**config.mk**
```make
export PLATFORM = sky130hd
export DESIGN_NAME = spi_reg_responder
export DESIGN_NICKNAME = d
export VERILOG_FILES = /design/src/rtl/spi_reg_responder_pkg.sv /design/src/rtl/spi_reg_responder_edge_sync.sv /design/src/rtl/spi_reg_responder.sv
export SDC_FILE = /design/constraint.sdc
export NUM_CORES = 1
export LEC_CHECK = 0
export CAP_MARGIN = 0
export CORE_UTILIZATION = 40
export CTS_BUF_LIST = sky130_fd_sc_hd__clkbuf_8
export DETAILED_ROUTE_END_ITERATION = 7
export SLEW_MARGIN = 0
export SYNTH_ARGS = -nofsm -noshare
export SYNTH_HDL_FRONTEND = slang
export SYNTH_HIERARCHICAL = 1
export SYNTH_SLANG_ARGS = --single-unit
```
**constraint.sdc**
```tcl
create_clock -name clk -period 2.4 [get_ports clk]
set_clock_uncertainty 0.1 [all_clocks]
set_input_delay 0.48 -clock clk [delete_from_list [all_inputs] [get_ports clk]]
set_output_delay 0.48 -clock clk [all_outputs]
set_load 0.01 [all_outputs]
```
**src/rtl/spi_reg_responder_pkg.sv**
```systemverilog
// Shared definitions for the SPI register responder.
//   BYTE_BITS      : bits per SPI byte
//   SPI_CMD_WR_BIT : command-byte bit selecting write (1) or read (0)
//   spi_state_e    : responder frame FSM encoding
package spi_reg_responder_pkg;

  localparam int BYTE_BITS      = 8;
  localparam int SPI_CMD_WR_BIT = 7;

  typedef enum logic [1:0] {
    ST_IDLE = 2'd0,
    ST_CMD  = 2'd1,
    ST_DATA = 2'd2
  } spi_state_e;

endpackage

```
**src/rtl/spi_reg_responder_edge_sync.sv**
```systemverilog
// spi_edge_sync: multi-flop synchronizer for one asynchronous input with
// single-cycle rise/fall pulses derived from the synchronized level.
// Ports:
//   clk   in  system clock
//   reset in  synchronous, active-high; chain clears to 0
//   din   in  asynchronous input
//   dout  out synchronized level
//   rise  out 1-clk pulse on synchronized 0->1
//   fall  out 1-clk pulse on synchronized 1->0
// The chain clears to 0 so that a frame already in progress when reset
// drops (cs held low) does not produce a spurious falling edge.
module spi_edge_sync #(
  parameter int SYNC_FF = 2
) (
  input  logic clk,
  input  logic reset,
  input  logic din,
  output logic dout,
  output logic rise,
  output logic fall
);

  logic [SYNC_FF-1:0] sync_q;
  logic               prev_q;

  always_ff @(posedge clk) begin
    if (reset) begin
      sync_q <= '0;
      prev_q <= 1'b0;
    end else begin
      sync_q <= {sync_q[SYNC_FF-2:0], din};
      prev_q <= sync_q[SYNC_FF-1];
    end
  end

  assign dout = sync_q[SYNC_FF-1];
  assign rise = dout & ~prev_q;
  assign fall = ~dout & prev_q;

endmodule

```
**src/rtl/spi_reg_responder.sv**
```systemverilog
// spi_reg_responder: SPI mode-0 responder exposing an 8-bit register file.
// Byte 0 of a frame is a command (bit7 = write, low ADDR_W bits = address);
// following bytes are written to or read from the addressed register.
// Ports:
//   clk, reset          system clock, synchronous active-high reset
//   spi_clk, cs, mosi   SPI pins from the initiator (oversampled)
//   miso                SPI data to the initiator, MSB first
//   wr_valid/addr/data  1-clk strobe describing each SPI register write
//   usr_raddr/usr_rdata local combinational read port
//   frame_err           1-clk pulse when cs rises with a partial byte
// Build option: define SPI_REG_AUTOINC_EN to enable burst access with the
// address incrementing (and wrapping) after every data byte. Without it
// only the first data byte of a frame is acted on.
module spi_reg_responder
  import spi_reg_responder_pkg::*;
#(
  parameter int ADDR_W  = 3,
  parameter int SYNC_FF = 2
) (
  input  logic              clk,
  input  logic              reset,
  input  logic              spi_clk,
  input  logic              cs,
  input  logic              mosi,
  output logic              miso,
  output logic              wr_valid,
  output logic [ADDR_W-1:0] wr_addr,
  output logic [7:0]        wr_data,
  input  logic [ADDR_W-1:0] usr_raddr,
  output logic [7:0]        usr_rdata,
  output logic              frame_err
);

  localparam int         NREGS    = 2 ** ADDR_W;
  localparam logic [2:0] LAST_BIT = 3'(BYTE_BITS - 1);

  logic sclk_s, sclk_rise, sclk_fall;
  logic cs_s, cs_rise, cs_fall;
  logic mosi_s, mosi_rise_unused, mosi_fall_unused;

  spi_edge_sync #(.SYNC_FF(SYNC_FF)) u_sync_sclk (
    .clk(clk), .reset(reset), .din(spi_clk),
    .dout(sclk_s), .rise(sclk_rise), .fall(sclk_fall)
  );

  spi_edge_sync #(.SYNC_FF(SYNC_FF)) u_sync_cs (
    .clk(clk), .reset(reset), .din(cs),
    .dout(cs_s), .rise(cs_rise), .fall(cs_fall)
  );

  spi_edge_sync #(.SYNC_FF(SYNC_FF)) u_sync_mosi (
    .clk(clk), .reset(reset), .din(mosi),
    .dout(mosi_s), .rise(mosi_rise_unused), .fall(mosi_fall_unused)
  );

  spi_state_e           state, state_nxt;
  logic [2:0]           bit_cnt;
  logic [BYTE_BITS-1:0] rx_sh, tx_sh, rx_next;
  logic [ADDR_W-1:0]    addr;
  logic                 is_wr;
  logic                 data_en;
  logic                 byte_done;
  logic [BYTE_BITS-1:0] regs [NREGS];

`ifdef SPI_REG_AUTOINC_EN
  logic [ADDR_W-1:0] addr_inc;
  assign addr_inc = addr + 1'b1;
`endif

  // The sclk level is only needed for its edges.
  logic sclk_level_unused;
  assign sclk_level_unused = sclk_s;

  assign rx_next   = {rx_sh[BYTE_BITS-2:0], mosi_s};
  assign byte_done = (bit_cnt == LAST_BIT);
  assign usr_rdata = regs[usr_raddr];

  always_ff @(posedge clk) begin
    if (reset) state <= ST_IDLE;
    else       state <= state_nxt;
  end

  always_comb begin
    state_nxt = state;
    if (cs_s) begin
      state_nxt = ST_IDLE;
    end else begin
      case (state)
        ST_IDLE: if (cs_fall) state_nxt = ST_CMD;
        ST_CMD:  if (sclk_rise && byte_done) state_nxt = ST_DATA;
        default: state_nxt = state;
      endcase
    end
  end

  always_ff @(posedge clk) begin
    if (reset) begin
      bit_cnt   <= '0;
      rx_sh     <= '0;
      tx_sh     <= '0;
      addr      <= '0;
      is_wr     <= 1'b0;
      data_en   <= 1'b0;
      miso      <= 1'b0;
      wr_valid  <= 1'b0;
      wr_addr   <= '0;
      wr_data   <= '0;
      frame_err <= 1'b0;
      for (int i = 0; i < NREGS; i++) regs[i] <= '0;
    end else begin
      wr_valid  <= 1'b0;
      // cs rising while a byte is half-shifted: the FSM is still out of
      // IDLE in this cycle, so the partial byte is visible in bit_cnt.
      frame_err <= cs_rise && (state != ST_IDLE) && (bit_cnt != 3'd0);

      if (cs_s || state == ST_IDLE) begin
        bit_cnt <= '0;
        miso    <= 1'b0;
        data_en <= 1'b0;
      end else begin
        if (sclk_rise) begin
          rx_sh   <= rx_next;
          bit_cnt <= bit_cnt + 3'd1;
          if (byte_done) begin
            if (state == ST_CMD) begin
              is_wr   <= rx_next[SPI_CMD_WR_BIT];
              addr    <= rx_next[ADDR_W-1:0];
              tx_sh   <= regs[rx_next[ADDR_W-1:0]];
              data_en <= 1'b1;
            end else if (data_en) begin
              if (is_wr) begin
                regs[addr] <= rx_next;
                wr_valid   <= 1'b1;
                wr_addr    <= addr;
                wr_data    <= rx_next;
              end
`ifdef SPI_REG_AUTOINC_EN
              addr  <= addr_inc;
              tx_sh <= regs[addr_inc];
`else
              data_en <= 1'b0;
`endif
            end
          end
        end

        // Falling edges shift read data out; the fall ending the command
        // byte presents the MSB before the first data-byte rise.
        if (sclk_fall) begin
          if (state == ST_DATA && data_en && !is_wr) begin
            miso  <= tx_sh[BYTE_BITS-1];
            tx_sh <= {tx_sh[BYTE_BITS-2:0], 1'b0};
          end else begin
            miso <= 1'b0;
          end
        end
      end
    end
  end

endmodule
```
* Word level (Yosys, flattened, before mapping)
Memory sizes are Yosys's and may differ from the RTL's.
Cells that the tools add are included.
Widths: inputs -> output; s select.
** Storage, ports and cells
- Register bits :: 47
- Memory bits (writable) :: 64
- Input bits :: 8
- Word-level logic and storage cells :: 76
- Memories :: 1
** Memory list
- regs :: words 8, bits a word 8, read ports 2, clocked after memory_dff 0, write ports 8, line spi_reg_responder.sv:63 : logic [BYTE_BITS-1:0] regs [NREGS];
** Operators by class
- $add $sub $neg :: 1
- Equality and inequality tests :: 5
- Mux-type cells :: 23
- Bitwise logic cells :: 10
- Reduce and logical (&&, ||, !) cells :: 19
** Operator list (count)
- $mux 8 :: 6
- $mux 1 :: 13
- $reduce_or 8->1 :: 1
- $not 1->1 :: 6
- $reduce_and 6->1 :: 1
- $logic_and 1x1->1 :: 5
- $and 1x1->1 :: 4
- $mux 2 :: 2
- $ne 2x2->1 const B :: 2
- $pmux 2 s2 :: 1
- $reduce_and 2->1 :: 2
- $reduce_and 4->1 :: 1
- $reduce_bool 2->1 :: 2
- $reduce_or 2->1 :: 2
- $add 3x1->3 const B :: 1
- $eq 3x3->1 const B :: 1
- $mux 3 :: 1
- $reduce_and 3->1 :: 1
- $reduce_bool 3->1 :: 1
- $eq 2x1->1 const B :: 1
- $eq 2x2->1 const B :: 1
- $logic_not 2->1 :: 1
- $logic_not 1->1 :: 1
- $logic_or 1x1->1 :: 1

* Longest topological paths before layout
- Depth in word-level cells :: 10
- Depth in mapped cells :: 8

* Hierarchy
Netlist, hierarchy kept.
** Modules (own cells, without submodules)
- spi_reg_responder :: times used 1, cells each 390, area each 5083.6 um2, sequential area each 2702.6 um2
- spi_edge_sync :: times used 3, cells each 8, area each 91.3 um2, sequential area each 60.1 um2

* Worst setup path after synthesis
Ideal clock, no wire load.
- Kind :: input -> output
- Start point :: input usr_raddr[0]
- End point :: output usr_rdata[0]
- Arrival time :: 1718 ps
- Setup slack :: 102 ps
- Stages :: 4
- Buffers on the path :: 2
- Cells stage by stage :: buf_2 -> buf_4 -> mux4_2 -> mux2_2
** On the way
- Longest elaborated chain between the ends :: 1
** RTL lines
- start: declaration :: line spi_reg_responder.sv:29 : input logic [ADDR_W-1:0] usr_raddr,
- $mem_v2 8x8
- end: declaration :: line spi_reg_responder.sv:30 : output logic [7:0] usr_rdata,
No other way between the ends.

==> metrics.md <==
| Metric | Value |
|---|---|
| Ports | 30 |
| Final worst slack | 0.0552 ns |
| Worst slack at placement | -0.662 ns |
| Max-Cap Viols | 0 |
| Status | finished clean |
| Fin crit share | 0.977 |
| Die Height | 117 µm |
| Worst-Margin Slew | 0.632 ns |
| Clock sinks | 111 |
| Diode count | 0 |
| CP Data Required Time | 1.82 ns |
| Pleak | 2.27 nW |
| Initial antenna violation count | 0 |
| Vias per cell | 5.23 |
| Hold Violations, Final | 0 |
| Critical setup path kind | reg2out |
| Initial core utilization | 0.416 |
| Worst-path fanout max | 2 |
| Clk_lat worst skew | 0.38 ns |
| Startpoint Class | flip-flop |
| Hpwl dp | 7.69 mm |
| Global-route wire length before repair | 18.5 mm |
| Core area | 12800 µm² |
| WHS | 0.342 ns |
| Worst flop-to-flop path startpoint | bit_cnt[1] |
| Netlist area before placement | 5320 µm² |
| Largest net degree at the start of global routing | 29 |
| Final max-slew violation count | 0 |
| Post-Route WL | 11.8 mm |
| Peak Freq | 426 MHz |
| Most frequent cells in the layout | 64 x and2_1, 64 x edfxtp_1, 47 x dfxtp_1 |
| Root buf cell | clkbuf_8 |
| Cell Rows | 41 |
| Drt drc | 0 |
| Area growth, synth to finish | 15.3% |
| Final setup viols | 0 |
| Die width | 117 µm |
| Final core occ | 0.480 |
| H-tree lvl count | 3 |
| Hold_buf cts | 0 |
| Synth Net Count | 421 |
| CTS max path bufs | 2 |
| Final Wtd Congestion | 0.785 |
| Hold Crit Class | reg2reg |
| Max-slew headroom | 0.574 |
| Mapped Cells | 410 |
| Detail Route Antenna Nets | 0 |
| Final #Nets | 455 |
| CTS tree | built |
| Wire per inst | 18.9 µm |
| Critical path arrival | 1.76 ns |
| CP startpoint | regs[0][5] |
| Worst vdd ir | 0.543 mV |
| Vias in the first global route | 3193 |
| CTS Buf Count | 9 |
| RSZ-0062 raised after global routing | false |
| Die area | 13800 µm² |
| Critical Path Sink Type | output port |
| Drt pass-1 iters | 4 |
| Mean Syn Cell Area | 13.0 µm² |
| Ys Warns | 6 |
| Hold wc startpoint | u_sync_cs/sync_q[0] |
| Total number of vias | 3249 |
| Share of cells above drive strength 1 | 0.232 |
| Global-route usage over all layers | 0.180 |
| Initial DRC Count | 238 |
| GRT Residual Overflow | 0 |
| Final Critical Period | 2.34 ns |
| Fill cells | 1178 |
| Port Buffers | 29 |
| PwrDens | 572 nW/µm² |
| Worst-path clk slew | 0.10 ns |
## power by group
part / internal, mW / switching [mW]
Combinational: 0.151 / 0.120
Clock: 0.532 / 0.609
Sequential: 2.06 / 0.0324
## layer usage
metal / vias to the layer above / global-route usage / share of wire
met5: - / 0 / 0
met2: 80 / 0.277 / 0.48
met4: 0 / 0.0674 / 0.014
met1: 1610 / 0.255 / 0.46
li1: 1546 / - / -
met3: 13 / 0.0292 / 0.047
## sequential cells by signal (all words and copies together), names as in the netlist, 2 cells and up
signal              flops
tx_sh                   8
bit_cnt                 3
wr_addr                 3
wr_data                 8
regs                   64
u_sync_mosi/sync_q      2
rx_sh                   7
u_sync_cs/sync_q        2
u_sync_sclk/sync_q      2
state                   2
addr                    3
## repair_timing
action	4_1_cts	5_1_grt
pin swaps	0	1
buffers inserted	1	1
setup endpoints to repair	16	69
gates resized for setup	26	15
cloned	2	0
## cell type report
| type | instances | area (µm²) | area share |
|---|---|---|---|
| clock buffers | 11 | 151 | 0.0247 |
| clock inverters | 5 | 48.8 | 0.00795 |
| inverters | 5 | 18.8 | 0.00306 |
| multi-input cells | 262 | 2290 | 0.373 |
| flip-flops and latches | 111 | 2860 | 0.467 |
| well taps | 172 | 215 | 0.0351 |
| repair buffers | 55 | 549 | 0.0895 |
## path summary, 6_finish.rpt
path | slack (ns) | depth (start not counted) | endpoint
setup / recovery | 0.06 | 3 | usr_rdata[5]
hold / removal | 0.34 | 1 | u_sync_cs/sync_q[1]
setup reg to reg | 0.19 | 6 | regs[6][3]
hold reg to reg | 0.34 | 1 | u_sync_cs/sync_q[1]
## stage by stage
stage                     instances  cell area (µm²)  total power, mW  TNS, ns
after global routing            621             6130             3.63        0
after detailed placement        601             5870             2.41    -7.67
after CTS                       620             6150             3.54        0
final                           621             6130             3.51        0
after floorplan                 410             5320             2.30        0
after global placement          601             5870             2.40    -7.17
## critical path, cell delays in order, from the launching register on
cell and delay (ns):
edfxtp_1 0.42, mux4_2 0.46, mux2_2 0.27, clkdlybuf4s15_1 0.24
Note: power is estimated with default switching activity, not from simulation.
